File: src/rtl/adc_bar_display.sv
// Four-channel ADC bar-graph driver for a multiplexed 8x4 LED matrix.
// Each column slot starts blanked, samples its channel, then shows a bar with a decaying peak dot.
module adc_bar_display #(
   parameter int SCAN_TICKS       = 3000,
   parameter int BLANK_TICKS      = 12,
   parameter int PEAK_HOLD_FRAMES = 256
) (
   input  logic       clock12MHz,
   input  logic       reset,
   input  logic [9:0] value1,
   input  logic [9:0] value2,
   input  logic [9:0] value3,
   input  logic [9:0] value4,
   output logic [7:0] leds,
   output logic [3:0] lcol,
   output logic       frameStart
);

   localparam int TW = $clog2(SCAN_TICKS);
   localparam int HW = (PEAK_HOLD_FRAMES > 1) ? $clog2(PEAK_HOLD_FRAMES) : 1;
   localparam logic [TW-1:0] TICK_LAST  = TW'(SCAN_TICKS - 1);
   localparam logic [TW-1:0] BLANK_LAST = TW'(BLANK_TICKS - 1);
   localparam logic [HW-1:0] HOLD_LAST  = HW'(PEAK_HOLD_FRAMES - 1);

   typedef enum logic {ST_BLANK, ST_SHOW} state_t;

   state_t          r_state, w_state_nxt;
   logic [TW-1:0]   r_tick, w_tick_nxt;
   logic [1:0]      r_col, w_col_nxt;
   logic            r_run;
   logic            w_sample;

   logic [3:0]      r_peak    [4];
   logic [HW-1:0]   r_hold    [4];
   logic [7:0]      r_pattern [4];
   logic [7:0]      r_leds;
   logic [3:0]      r_lcol;
   logic            r_frame;

   logic [9:0]      w_value;
   logic [10:0]     w_sum;
   logic [3:0]      w_level;
   logic [7:0]      w_bar;
   logic [3:0]      w_peak_new;
   logic [HW-1:0]   w_hold_new;
   logic [7:0]      w_dot;
   logic [7:0]      w_pattern_new;
   logic [7:0]      w_show_pat;
   logic [7:0]      w_leds_nxt;
   logic [3:0]      w_lcol_nxt;
   logic            w_frame_nxt;

   // r_run holds the counters at column 0 tick 0 for one cycle after reset so that cycle carries frameStart.
   always_comb begin
      w_state_nxt = r_state;
      w_tick_nxt  = r_tick;
      w_col_nxt   = r_col;
      w_sample    = 1'b0;
      if (!r_run) begin
         w_state_nxt = ST_BLANK;
         w_tick_nxt  = '0;
         w_col_nxt   = '0;
      end else if (r_tick == TICK_LAST) begin
         w_state_nxt = ST_BLANK;
         w_tick_nxt  = '0;
         w_col_nxt   = r_col + 2'd1;
      end else begin
         w_tick_nxt = r_tick + TW'(1);
         if (r_state == ST_BLANK && r_tick == BLANK_LAST) begin
            w_state_nxt = ST_SHOW;
            w_sample    = 1'b1;
         end
      end
   end

   always_ff @(posedge clock12MHz) begin
      if (reset) begin
         r_state <= ST_BLANK;
         r_tick  <= '0;
         r_col   <= '0;
         r_run   <= 1'b0;
      end else begin
         r_state <= w_state_nxt;
         r_tick  <= w_tick_nxt;
         r_col   <= w_col_nxt;
         r_run   <= 1'b1;
      end
   end

   always_comb begin
      w_value = value1;
      case (r_col)
         2'd0: w_value = value1;
         2'd1: w_value = value2;
         2'd2: w_value = value3;
         2'd3: w_value = value4;
         default: w_value = value1;
      endcase
      w_sum   = {1'b0, w_value} + 11'd127;
      w_level = 4'(w_sum >> 7);
      w_bar   = '0;
      for (int i = 0; i < 8; i++) begin
         w_bar[i] = (4'(i) < w_level);
      end

      w_peak_new = r_peak[r_col];
      w_hold_new = r_hold[r_col];
      if (w_level >= r_peak[r_col]) begin
         w_peak_new = w_level;
         w_hold_new = '0;
      end else if (r_hold[r_col] == HOLD_LAST) begin
         w_peak_new = r_peak[r_col] - 4'd1;
         w_hold_new = '0;
      end else begin
         w_hold_new = r_hold[r_col] + HW'(1);
      end

      w_dot         = (w_peak_new != 4'd0) ? (8'd1 << (w_peak_new - 4'd1)) : 8'd0;
      w_pattern_new = w_bar | w_dot;

      // On the sample edge the freshly computed pattern goes straight to the pins.
      w_show_pat  = w_sample ? w_pattern_new : r_pattern[w_col_nxt];
      w_lcol_nxt  = (w_state_nxt == ST_SHOW) ? ~(4'b0001 << w_col_nxt) : 4'hF;
      w_leds_nxt  = (w_state_nxt == ST_SHOW) ? ~w_show_pat : 8'hFF;
      w_frame_nxt = (w_col_nxt == 2'd0) && (w_tick_nxt == '0);
   end

   always_ff @(posedge clock12MHz) begin
      if (reset) begin
         for (int c = 0; c < 4; c++) begin
            r_peak[c]    <= '0;
            r_hold[c]    <= '0;
            r_pattern[c] <= '0;
         end
         r_leds  <= 8'hFF;
         r_lcol  <= 4'hF;
         r_frame <= 1'b0;
      end else begin
         if (w_sample) begin
            r_peak[r_col]    <= w_peak_new;
            r_hold[r_col]    <= w_hold_new;
            r_pattern[r_col] <= w_pattern_new;
         end
         r_leds  <= w_leds_nxt;
         r_lcol  <= w_lcol_nxt;
         r_frame <= w_frame_nxt;
      end
   end

   assign leds       = r_leds;
   assign lcol       = r_lcol;
   assign frameStart = r_frame;

endmodule

File: config.mk
export PLATFORM = sky130hd
export DESIGN_NAME = adc_bar_display
export DESIGN_NICKNAME = d
export VERILOG_FILES = /design/src/rtl/adc_bar_display.sv
export SDC_FILE = /design/constraint.sdc
export NUM_CORES = 1
export LEC_CHECK = 0
export CAP_MARGIN = 10
export CELL_PAD_IN_SITES_DETAIL_PLACEMENT = 0
export CELL_PAD_IN_SITES_GLOBAL_PLACEMENT = 1
export CORE_MARGIN = 8
export CORE_UTILIZATION = 45
export CTS_CLUSTER_SIZE = 10
export DETAILED_ROUTE_END_ITERATION = 7
export HOLD_SLACK_MARGIN = 0.08
export PLACE_DENSITY = 0.9
export REMOVE_ABC_BUFFERS = 1
export SLEW_MARGIN = 25
export SYNTH_ARGS = -nofsm -noshare
export SYNTH_HDL_FRONTEND = slang
export SYNTH_SLANG_ARGS = --single-unit
File: constraint.sdc
create_clock -name clock12MHz -period 6.6 [get_ports clock12MHz]
set_input_delay 0.66 -clock clock12MHz [delete_from_list [all_inputs] [get_ports clock12MHz]]
set_output_delay 0.66 -clock clock12MHz [all_outputs]
set_load 0.01 [all_outputs]
; ---- Word-level counts from Yosys, hierarchy flattened
; Memory sizes are Yosys's and may differ from the RTL's. A register that Yosys moved wholly into a read port is not among the register bits.
; Cells that the tools add are included.
[classes]
add_sub_neg = 6
magnitude_cmp = 9
eq_ne = 6
shifts = 2
n_mux = 34
bitwise_logic = 5
n_reduce_logical = 10
[op_table]
columns = operator, n
row1 = $mux 8, 6
row2 = $pmux 10 s4, 1
row3 = $mux 12, 2
row4 = $lt 3x4->1 const A, 4
row5 = $reduce_or 8->1, 2
row6 = $mux 1, 15
row7 = $mux 2, 7
row8 = $add 12x1->12 const B, 1
row9 = $eq 12x12->1 const B, 1
row10 = $eq 12x4->1 const B, 1
row11 = $logic_not 12->1, 1
row12 = $mux 4, 3
row13 = $add 10x7->11 const B, 1
row14 = $add 8x1->8 const B, 1
row15 = $eq 8x8->1 const B, 1
row16 = $lt 1x4->1 const A, 2
row17 = $lt 2x4->1 const A, 2
row18 = $not 8->8, 1
row19 = $or 8x8->8, 1
row20 = $shl 1x4->8 const A, 1
row21 = $sub 4x1->4 const B, 2
row22 = $eq 2x2->1 const B, 2
row23 = $ge 4x4->1, 1
row24 = $logic_not 2->1, 2
row25 = other kinds (9), 11
[totals]
ff_bits = 29
ram_bits = 80
inputBits = 42
output_inout_bits = 13
memories = 3
[mem_list]
columns = name, words, word_bits, rd, rd_clocked_by_memory_dff, write_ports, line
row1 = r_hold, 4, 8, 1, 1, 4, 34  ; logic [HW-1:0] r_hold [4];
row2 = r_pattern, 4, 8, 1, 0, 4, 35  ; logic [7:0] r_pattern [4];
row3 = r_peak, 4, 4, 1, 1, 4, 33  ; logic [3:0] r_peak [4];

; ---- Longest topological paths before layout
; Gate-level depths: netlist of the first run.
[logic_depth]
word_depth = 11
ltp_mapped = 19

; ---- Worst setup path before layout of the first run
; Ideal clock, no wire load.
[synth_timing]
kind = register -> register
startpoint = register r_col[0]
endpoint = memory r_pattern[0][3] (data pin)
arrival_ps = 4401
required_time_ps = 6459
path_slack_ps = 2058
stages_incl_launch_ff = 19
n_path_buf = 4
path_cell_list = dfxtp_1 > buf_2 > clkbuf_1 > inv_1 > ha_1 > a222oi_1 > mux2i_1 > and3_1 > clkbuf_1 > xnor2_1 > inv_1 > ha_1 > nand3_1 > a41o_1 > o21ai_4 > mux2_2 > buf_2 > o41a_1 > nor2_1
[synth_lines]
columns = item, line
row1 = start: declaration, 29  ; logic [1:0] r_col, w_col_nxt;
row2 = start signal: assignment, 85  ; r_col <= w_col_nxt;
row3 = end: declaration, 35

; ---- Final worst setup path of the first run
[layout_timing]
startpoint = input port value2[3]
endpoint = register r_leds[6] (netlist: leds[6])
[layout_between]
elab_chain_len = 10
word_cells_on_any_way = 12
classes_between = 2 x add/sub / 2 x order compare / 1 x shift / 4 x mux / 2 x bitwise / 1 x reduce/logical
[layout_lines]
columns = item, line
row1 = start: declaration, 11  ; input logic [9:0] value2,
row2 = $pmux 10 s4 (*), 92  ; case (r_col)
row3 = $add 10x7->11 (*), 99  ; w_sum = {1'b0, w_value} + 11'd127;
row4 = $ge 4x4->1, 108  ; if (w_level >= r_peak[r_col]) begin
row5 = $mux 4, 108
row6 = $sub 4x1->4, 118  ; w_dot = (w_peak_new != 4'd0) ? (8'd1 << (w_peak_new - 4'd1)) : 8'd0;
row7 = $shl 1x4->8, 118
row8 = $mux 8, 118
row9 = $or 8x8->8 (*), 119  ; w_pattern_new = w_bar | w_dot;
row10 = $mux 8 (*), 122  ; w_show_pat = w_sample ? w_pattern_new : r_pattern[w_col_nxt];
row11 = $not 8->8 (*), 124  ; w_leds_nxt = (w_state_nxt == ST_SHOW) ? ~w_show_pat : 8'hFF;
row12 = end signal: assignment, 144  ; r_leds <= w_leds_nxt;
row13 = end: declaration, 36  ; logic [7:0] r_leds;
; Mark *: on every way between the ends. The rest lies on a longest branch, timed or not.
; A chain may end at the register's enable or synchronous reset.

==> results.md, run 1 <==
- CTS Buf Count: 9
- Status: completed
- Initial DRC count: 322
- Number of synthesized flops with an enable pin: 80
- Drc violations: 0
- Crit path arrival time: roughly 5 ns
- Setup TNS: 0 ns
- WS Path Type: primary input to flop
- DIE HEIGHT: between 100 and 150 um
- Vias in the first global route: roughly 3800
- Req. time, crit path: about 7 ns
- N_diodes: 0
- Fin. Hold Viols: 0
- Internal power: 0.00109 W
- Initial antenna violation count: 0
- Cell taking the most area after synthesis: edfxtp_1
- Synth Area per Inst: about 11 um^2
- First-pass GRT wire length: about 20000 um
- Final Critical Period: 4.82 ns
- Top Ports: 55
- CP delay by family, top: compound AO/OA/AOI/OAI gates
- Top_reg_cell synth: edfxtp_1
- Post-synth top cells: nor2_1 (105), edfxtp_1 (80), nand2_1 (30)
- Die X-Extent: 125 um
- Tightest Pin Transition: 0.730 ns
- Startpoint types: primary input
- Post-CTS Setup Inserts: 0
- PwrDens: 221 nW/um^2
- Largest net degree at the start of global routing: 27
- Leak: 2.21 nW
- Synth area leaders: edfxtp_1 (45%), dfxtp_1 (11%), mux4_2 (7.5%), nor2_1 (7.3%), xnor2_1 (2.4%)
- Die ar.: ~16000 um^2
- H-Tree Level Count: 3
- Clock transition at the registers of the reported paths: 0.07 ns
- Max Fclk: roughly 210 MHz
- Async SR Flop Fraction: 0%
- Wire per inst: between 15 and 20 um
- Most numerous cell in the Yosys netlist: nor2_1
- Core ar.: roughly 12000 um^2
- Starting Density: roughly 45%
- Placer Congestion: 0.846
- Row cnt: 40
- Switch share: 21.9%
- Hold crit path type: flop to flop
- Slew Limit Fails: 0
- Antenna viol nets, final: 0
- Final Core Density: 53.6%
- Tot Pwr: around 0.0014 W
- P_sw: 0.000307 W
- Nets: between 500 and 600
- Synthesized flop and latch total: 109
- Ordered cell list for the critical path: clkdlybuf4s50_1, or4_1, o41ai_2, a41oi_1, and3_1, xnor2_1, inv_1, ha_1, nand3_1, a41o_1, o21ai_4, mux2_2, o41a_1, o22a_1
- Placed Cells incl. Taps: 654
- Yosys cell types: 50
- Post-CTS sizing: 0
- Port bufs: 54
- Sequential share of the synthesized area: 55.5%
- WL final: 12300 um
- CTS tree: yes
- Max IR drop VDD: 134 uV
- Hold Buf Count CTS: 0
- RSZ-0062 raised after global routing: no
- Maxcap violations: 0
- WP buf/inv: 2
- Area delta synth->final: 18.2%
- Layout cells sized above 1: 11.3%
- Worst Path Max Fanout: 11
- Crit path capture type: flop
- Rel. slew slack: about half
- Number of iterations in the first detailed-routing pass: 4
- Yosys Warn Count: 0
- Clock network power share: 38.2%
- Clock Sinks: about 110
- Combinational power share: slightly below 8%
- Final setup fails: 0
- Worst-skew pair later-pin latency: 0.35 ns
- Synth Instances: 470
- Seq pwr share: 54.0%
- All-Layer GR Usage: 16.0%
- Max stage delay on crit path: around 0.54 ns
- Grt total ovfl: 0
- Non-filler cells, final: between 600 and 700
- Maximum clock path buffer count: 2
- Post-DR vias/cell: between 5 and 6
- Share of the synthesized area in the top cell type: 44.7%
- Routed vias: 3805
- Critical Path Slowest Stage Cell: or4_1
- Clk_skew: 0.0139 ns
- Mapped Area: ~5400 um^2
- Root Buffer: clkbuf_16
- HPWL after detailed placement: 8460 um
- Final Cycle Share: 73.0%
sequential cells by signal (all words and copies together), names as in the netlist:
register	cells
frameStart	1
lcol	4
leds	8
r_col	2
r_hold	32
r_pattern	32
r_peak	16
r_run	1
r_state	1
r_tick	12
power by group through the flow:
| stage | Clock (W) | Sequential [W] | Combinational [W] |
|---|---|---|---|
| finish | 0.000536 | 0.000758 | 0.000108 |
| global placement | 0 | 0.000772 | 0.000106 |
| CTS | 0.000542 | 0.000758 | 0.000108 |
| global route | 0.000563 | 0.000760 | 0.000117 |
| detailed placement | 0 | 0.000774 | 0.000108 |
| floorplan | 0 | 0.000771 | 0.0000609 |
cell families after synthesis:
group | count (synthesis) | synth area share (%)
muxes | 35 | 10.9
DFF | 109 | 55.5
buffers and inverters | 50 | 3.63
AOI/OAI and AO/OA | 47 | 7.35
adders and majority gates | 10 | 2.33
xor gates and xnor gates | 25 | 4.07
and+or+nand+nor | 194 | 16.3
routing by layer:
layer  GRT usage [%]  share of wire, %  wire (um)  vias to the layer above
met3            3.23               6.0        735                       14
met1            19.7                44       5370                     1862
met5               0                 0          0                        -
li1                -                 -          -                     1800
met2            26.7                49       5990                      129
met4            6.66               1.8        219                        0
final cells by class:
class                           count  area (um^2)
Fill cell                        1034         5510
Sequential cell                   109         2980
Multi-Input combinational cell    311         2210
Timing Repair Buffer               60          586
Clock buffer                       10          229
Tap cell                          147          184
Inverter                           27          101
Clock inverter                      6         62.6
cell usage in the layout, fill, tap and decap left out, drive strengths merged, types with 2 or more instances in the layout:
cell type	instances
nor4	3
nand2b	4
xnor2	15
mux2	7
a41o	2
a41oi	6
or3	7
o22a	6
o41ai	3
nand3	15
inv	26
or4	4
nor2	105
clkdlybuf4s50	54
edfxtp	80
nand4	3
a31oi	3
mux2i	10
o22ai	2
clkinvlp	2
nand2	30
nor2b	4
xor2	10
clkbuf	10
nor4b	3
o21ai	5
ha	10
dfxtp	29
mux4	18
buf	6
clkinv	4
a21oi	8
o41a	3
nor3	6
or2	3
and2	3
stage by stage:
stage	worst slack, ns	hold WS [ns]	cell area [um^2]
after global placement	1.56	0.450	6050
after global routing	1.50	0.498	6360
after detailed placement	1.45	0.460	6060
after CTS	1.82	0.475	6350
after floorplan	2.21	0.430	5280
final	1.78	0.471	6360
worst paths after layout:
kind	start	endpoint	slack, ns	cells past startpoint
setup / recovery	value2[3]	leds[6]	1.78	14
hold / removal	r_tick[0]	r_tick[0]	0.47	1
setup reg to reg	r_col[0]	leds[6]	1.89	16
hold reg to reg	r_tick[0]	r_tick[0]	0.47	1
(Power assumes the default switching activity.)
==> run 2: changes to the inputs <==
--- a/config.mk
+++ b/config.mk
@@ -9,11 +9,11 @@
 export CELL_PAD_IN_SITES_DETAIL_PLACEMENT = 0
 export CELL_PAD_IN_SITES_GLOBAL_PLACEMENT = 1
 export CORE_MARGIN = 8
-export CORE_UTILIZATION = 45
+export CORE_UTILIZATION = 41
 export CTS_CLUSTER_SIZE = 10
 export DETAILED_ROUTE_END_ITERATION = 7
 export HOLD_SLACK_MARGIN = 0.08
-export PLACE_DENSITY = 0.9
+export PLACE_DENSITY = 0.87
 export REMOVE_ABC_BUFFERS = 1
 export SLEW_MARGIN = 25
 export SYNTH_ARGS = -nofsm -noshare
==> constraint.sdc (replaced) <==
create_clock -name clock12MHz -period 4.2 [get_ports clock12MHz]
set_input_delay 0.42 -clock clock12MHz [delete_from_list [all_inputs] [get_ports clock12MHz]]
set_output_delay 0.42 -clock clock12MHz [all_outputs]
set_load 0.01 [all_outputs]
==> run 2 against run 1 <==
  * Clock power rose by 58%
  * Critical path depth rose by 2
  * Final cell count rose by 9.4%
  * Register-to-register slack got worse by 1.7 ns
  * Routed wire length rose by 9.8%
  * Global-route usage fell by 0.056 points
  * Count of clock-buffer cells in the layout did not move
  * Sequential cell count did not move
  * Combinational power rose by 120%
  * Design area rose by 7.3%
  * Highest routed layer unchanged
  * Setup slack got worse by 1.8 ns
  * Non-clock buffer count rose by 34
==> results.md, run 2 (same netlist as run 1, synthesis figures left out) <==
- Status: completed (unchanged)
- Max stage delay on crit path: 0.56 ns (was 0.54 ns)
- HP Start: r_tick[0] (unchanged)
- Clock transition at the registers of the reported paths: 0.07 ns (about the same)
- HPWL after detailed placement: 9100 um (was 8460 um)
- Largest net degree at the start of global routing: 21 (was 27)
- Die X-Extent: 131 um (was 125 um)
- Critical Path Slowest Stage Cell: or4_4 (was or4_1)
- Tightest Pin Transition: 0.721 ns (was 0.730 ns)
- Crit path arrival time: 4.28 ns (was 5.05 ns)
- Port bufs: 54 (unchanged)
- Tot Pwr: 0.00227 W (was 0.00140 W)
- N_diodes: 0 (unchanged)
- Leading cell types in the layout, fill and taps excluded: nor2_1 (105), edfxtp_1 (80), clkdlybuf4s50_1 (48) (was nor2_1 (105), edfxtp_1 (80), clkdlybuf4s50_1 (54))
- Fill cells: 1128 (was 1034)
- Final Core Density: 52.4% (was 53.6%)
- PwrDens: 333 nW/um^2 (was 221 nW/um^2)
- Die ar.: 17000 um^2 (was 15700 um^2)
- WL final: 13500 um (was 12300 um)
- Leak: 2.47 nW (was 2.21 nW)
- Clk_skew: 0.0103 ns (was 0.0139 ns)
- Row cnt: 42 (was 40)
- Drc violations: 0 (unchanged)
- Slew Limit Fails: 0 (unchanged)
- H-Tree Level Count: 3 (unchanged)
- Worst-skew pair later-pin latency: 0.35 ns (about the same)
- All-Layer GR Usage: 15.9% (was 16.0%)
- CTS Buf Count: 9 (unchanged)
- Top Usage Layer GRT: met2 (unchanged)
- Crit path capture type: flop (unchanged)
- Core ar.: 13000 um^2 (was 11900 um^2)
- WHS Path Cells: 1 (unchanged)
- Routing usage on met1: 19.7% (about the same)
- Initial DRC count: 268 (was 322)
- Final setup fails: 0 (unchanged)
- R2r worst-path depth: 16 (unchanged)
- Top Ports: 55 (unchanged)
- Number of iterations in the first detailed-routing pass: 4 (unchanged)
- Rel. slew slack: 51.5% (was 50.9%)
- GR Layer Usage met2: 26.9% (was 26.7%)
- Reg2Reg Setup Slack: 0.19 ns (was 1.89 ns)
- Worst Path Max Fanout: 5 (was 11)
- Ordered cell list for the critical path: clkdlybuf4s50_1, or4_4, o41ai_4, nand3_1, xor2_1, mux2_4, ha_4, nor2b_4, or2_4, a41o_1, o21ai_4, buf_6, mux2_2, a41oi_2, buf_4, nor2_1 (was clkdlybuf4s50_1, or4_1, o41ai_2, a41oi_1, and3_1, xnor2_1, inv_1, ha_1, nand3_1, a41o_1, o21ai_4, mux2_2, o41a_1, o22a_1)
- Max IR drop VDD: 245 uV (was 134 uV)
- Final Critical Period: 4.19 ns
- First-pass GRT wire length: 20600 um (was 19700 um)
- Vias in the first global route: 4006 (was 3810)
- Commonest non-fill, non-tap cell in the layout: nor2_1 (unchanged)
- Final Cycle Share: 99.7%
- Area delta synth->final: 26.9% (was 18.2%)
- Critical R2R Capture: r_pattern[1][4] (was leds[6])
- WS Path Type: primary input to flop (unchanged)
- Max Fclk: 239 MHz
- Grt total ovfl: 0 (unchanged)
- Clock Sinks: 109 (unchanged)
- Routed vias: 3932 (was 3805)
- Req. time, crit path: 4.29 ns (was 6.83 ns)
- Fin. Hold Viols: 0 (unchanged)
- Post-DR vias/cell: 5.36 (was 5.68)
- Worst r2r src: r_col[1] (was r_col[0])
- DIE HEIGHT: 131 um (was 125 um)
- Nets: 604 (was 570)
- Antenna viol nets, final: 0 (unchanged)
- Met3 global-route usage: 3.73% (was 3.23%)
- Initial antenna violation count: 0 (unchanged)
- Maximum clock path buffer count: 2 (unchanged)
- Layout cells sized above 1: 19.0% (was 11.3%)
- Root Buffer: clkbuf_16 (unchanged)
- Placer Congestion: 0.845 (was 0.846)
- Wire per inst: 18.4 um (about the same)
- Starting Density: 41.3% (was 45.3%)
- Maxcap violations: 0 (unchanged)
- CTS tree: yes (unchanged)
- Worst Hold End: r_tick[0] (unchanged)
- Top flop regs: r_hold (32), r_pattern (32), r_peak (16) (unchanged)
- Hold crit path type: flop to flop (unchanged)
- Startpoint types: primary input (unchanged)
run 2: cell types whose count changed in the layout (fill, tap and decap cells not counted), sizes merged:
cell / change
dlymetal6s2s: +6
buf: +34
clkinv: +1
inv: +2
bufinv: -1
clkinvlp: -2
clkdlybuf4s50: -6
run 2: worst max-delay path by stage:
stage / from / end / slack (ns) / depth (start not counted)
floorplan: r_col[0] / leds[6] / -0.19 / 14
global placement: value4[3] / r_pattern[1][4] / -0.35 / 16
detailed placement: value2[3] / r_pattern[1][4] / -0.39 / 16
CTS: value2[3] / r_pattern[1][0] / -0.02 / 16
global route: value3[3] / leds[2] / -0.14 / 14
finish: value3[3] / r_pattern[1][4] / 0.01 / 16
run 2: area by class of cell:
type	instances	area [um^2]	share of cell area [%]
repair buffers	94	860	12.6
multi-input cells	311	2360	34.5
inverters	27	101	1.49
clock buffers	10	250	3.67
flip-flops and latches	109	2980	43.7
well taps	176	220	3.23
clock inverters	6	52.6	0.770
run 2: worst max-delay path: cells and delay by family:
kind | cells | cell delay [ns]
AO/OA/AOI/OAI | 4 | 0.91
AND/OR/NAND/NOR | 5 | 1.03
buffers and inverters | 3 | 0.78
multiplexers | 2 | 0.70
XOR/XNOR | 1 | 0.16
adder cells (fa/ha/maj) | 1 | 0.29
run 2: stage by stage:
step / hold WS [ns] / instance area, um^2 / std cells / setup slack (ns) / TNS (ns)
5_1_grt: 0.514 / 6820 / 733 / -0.136 / -2.79
2_1_floorplan: 0.430 / 5280 / 447 / -0.193 / -3.06
3_5_place_dp: 0.474 / 6320 / 714 / -0.387 / -14.89
3_3_place_gp: 0.448 / 6320 / 714 / -0.351 / -12.06
4_1_cts: 0.486 / 6630 / 730 / -0.0166 / -0.0624
6_report: 0.488 / 6820 / 733 / 0.0122 / 0
run 2: per-layer routing:
metal	wire (um)	part of all wire (%)
met5	0	0
met4	256	1.9
met3	919	6.8
met2	6600	49
met1	5750	43
run 2: where the power goes:
part	switching (W)	internal, W
logic	0.000118	0.000116
clock network	0.000400	0.000448
registers	0.00000923	0.00118
total	0.000527	0.00174
run 2: timing repair:
action	4_1_cts	5_1_grt
endpoints found under the setup margin	6	50
pin swaps	0	13
hold buffers	0	0
gates resized for setup	0	34
buffers inserted	0	3
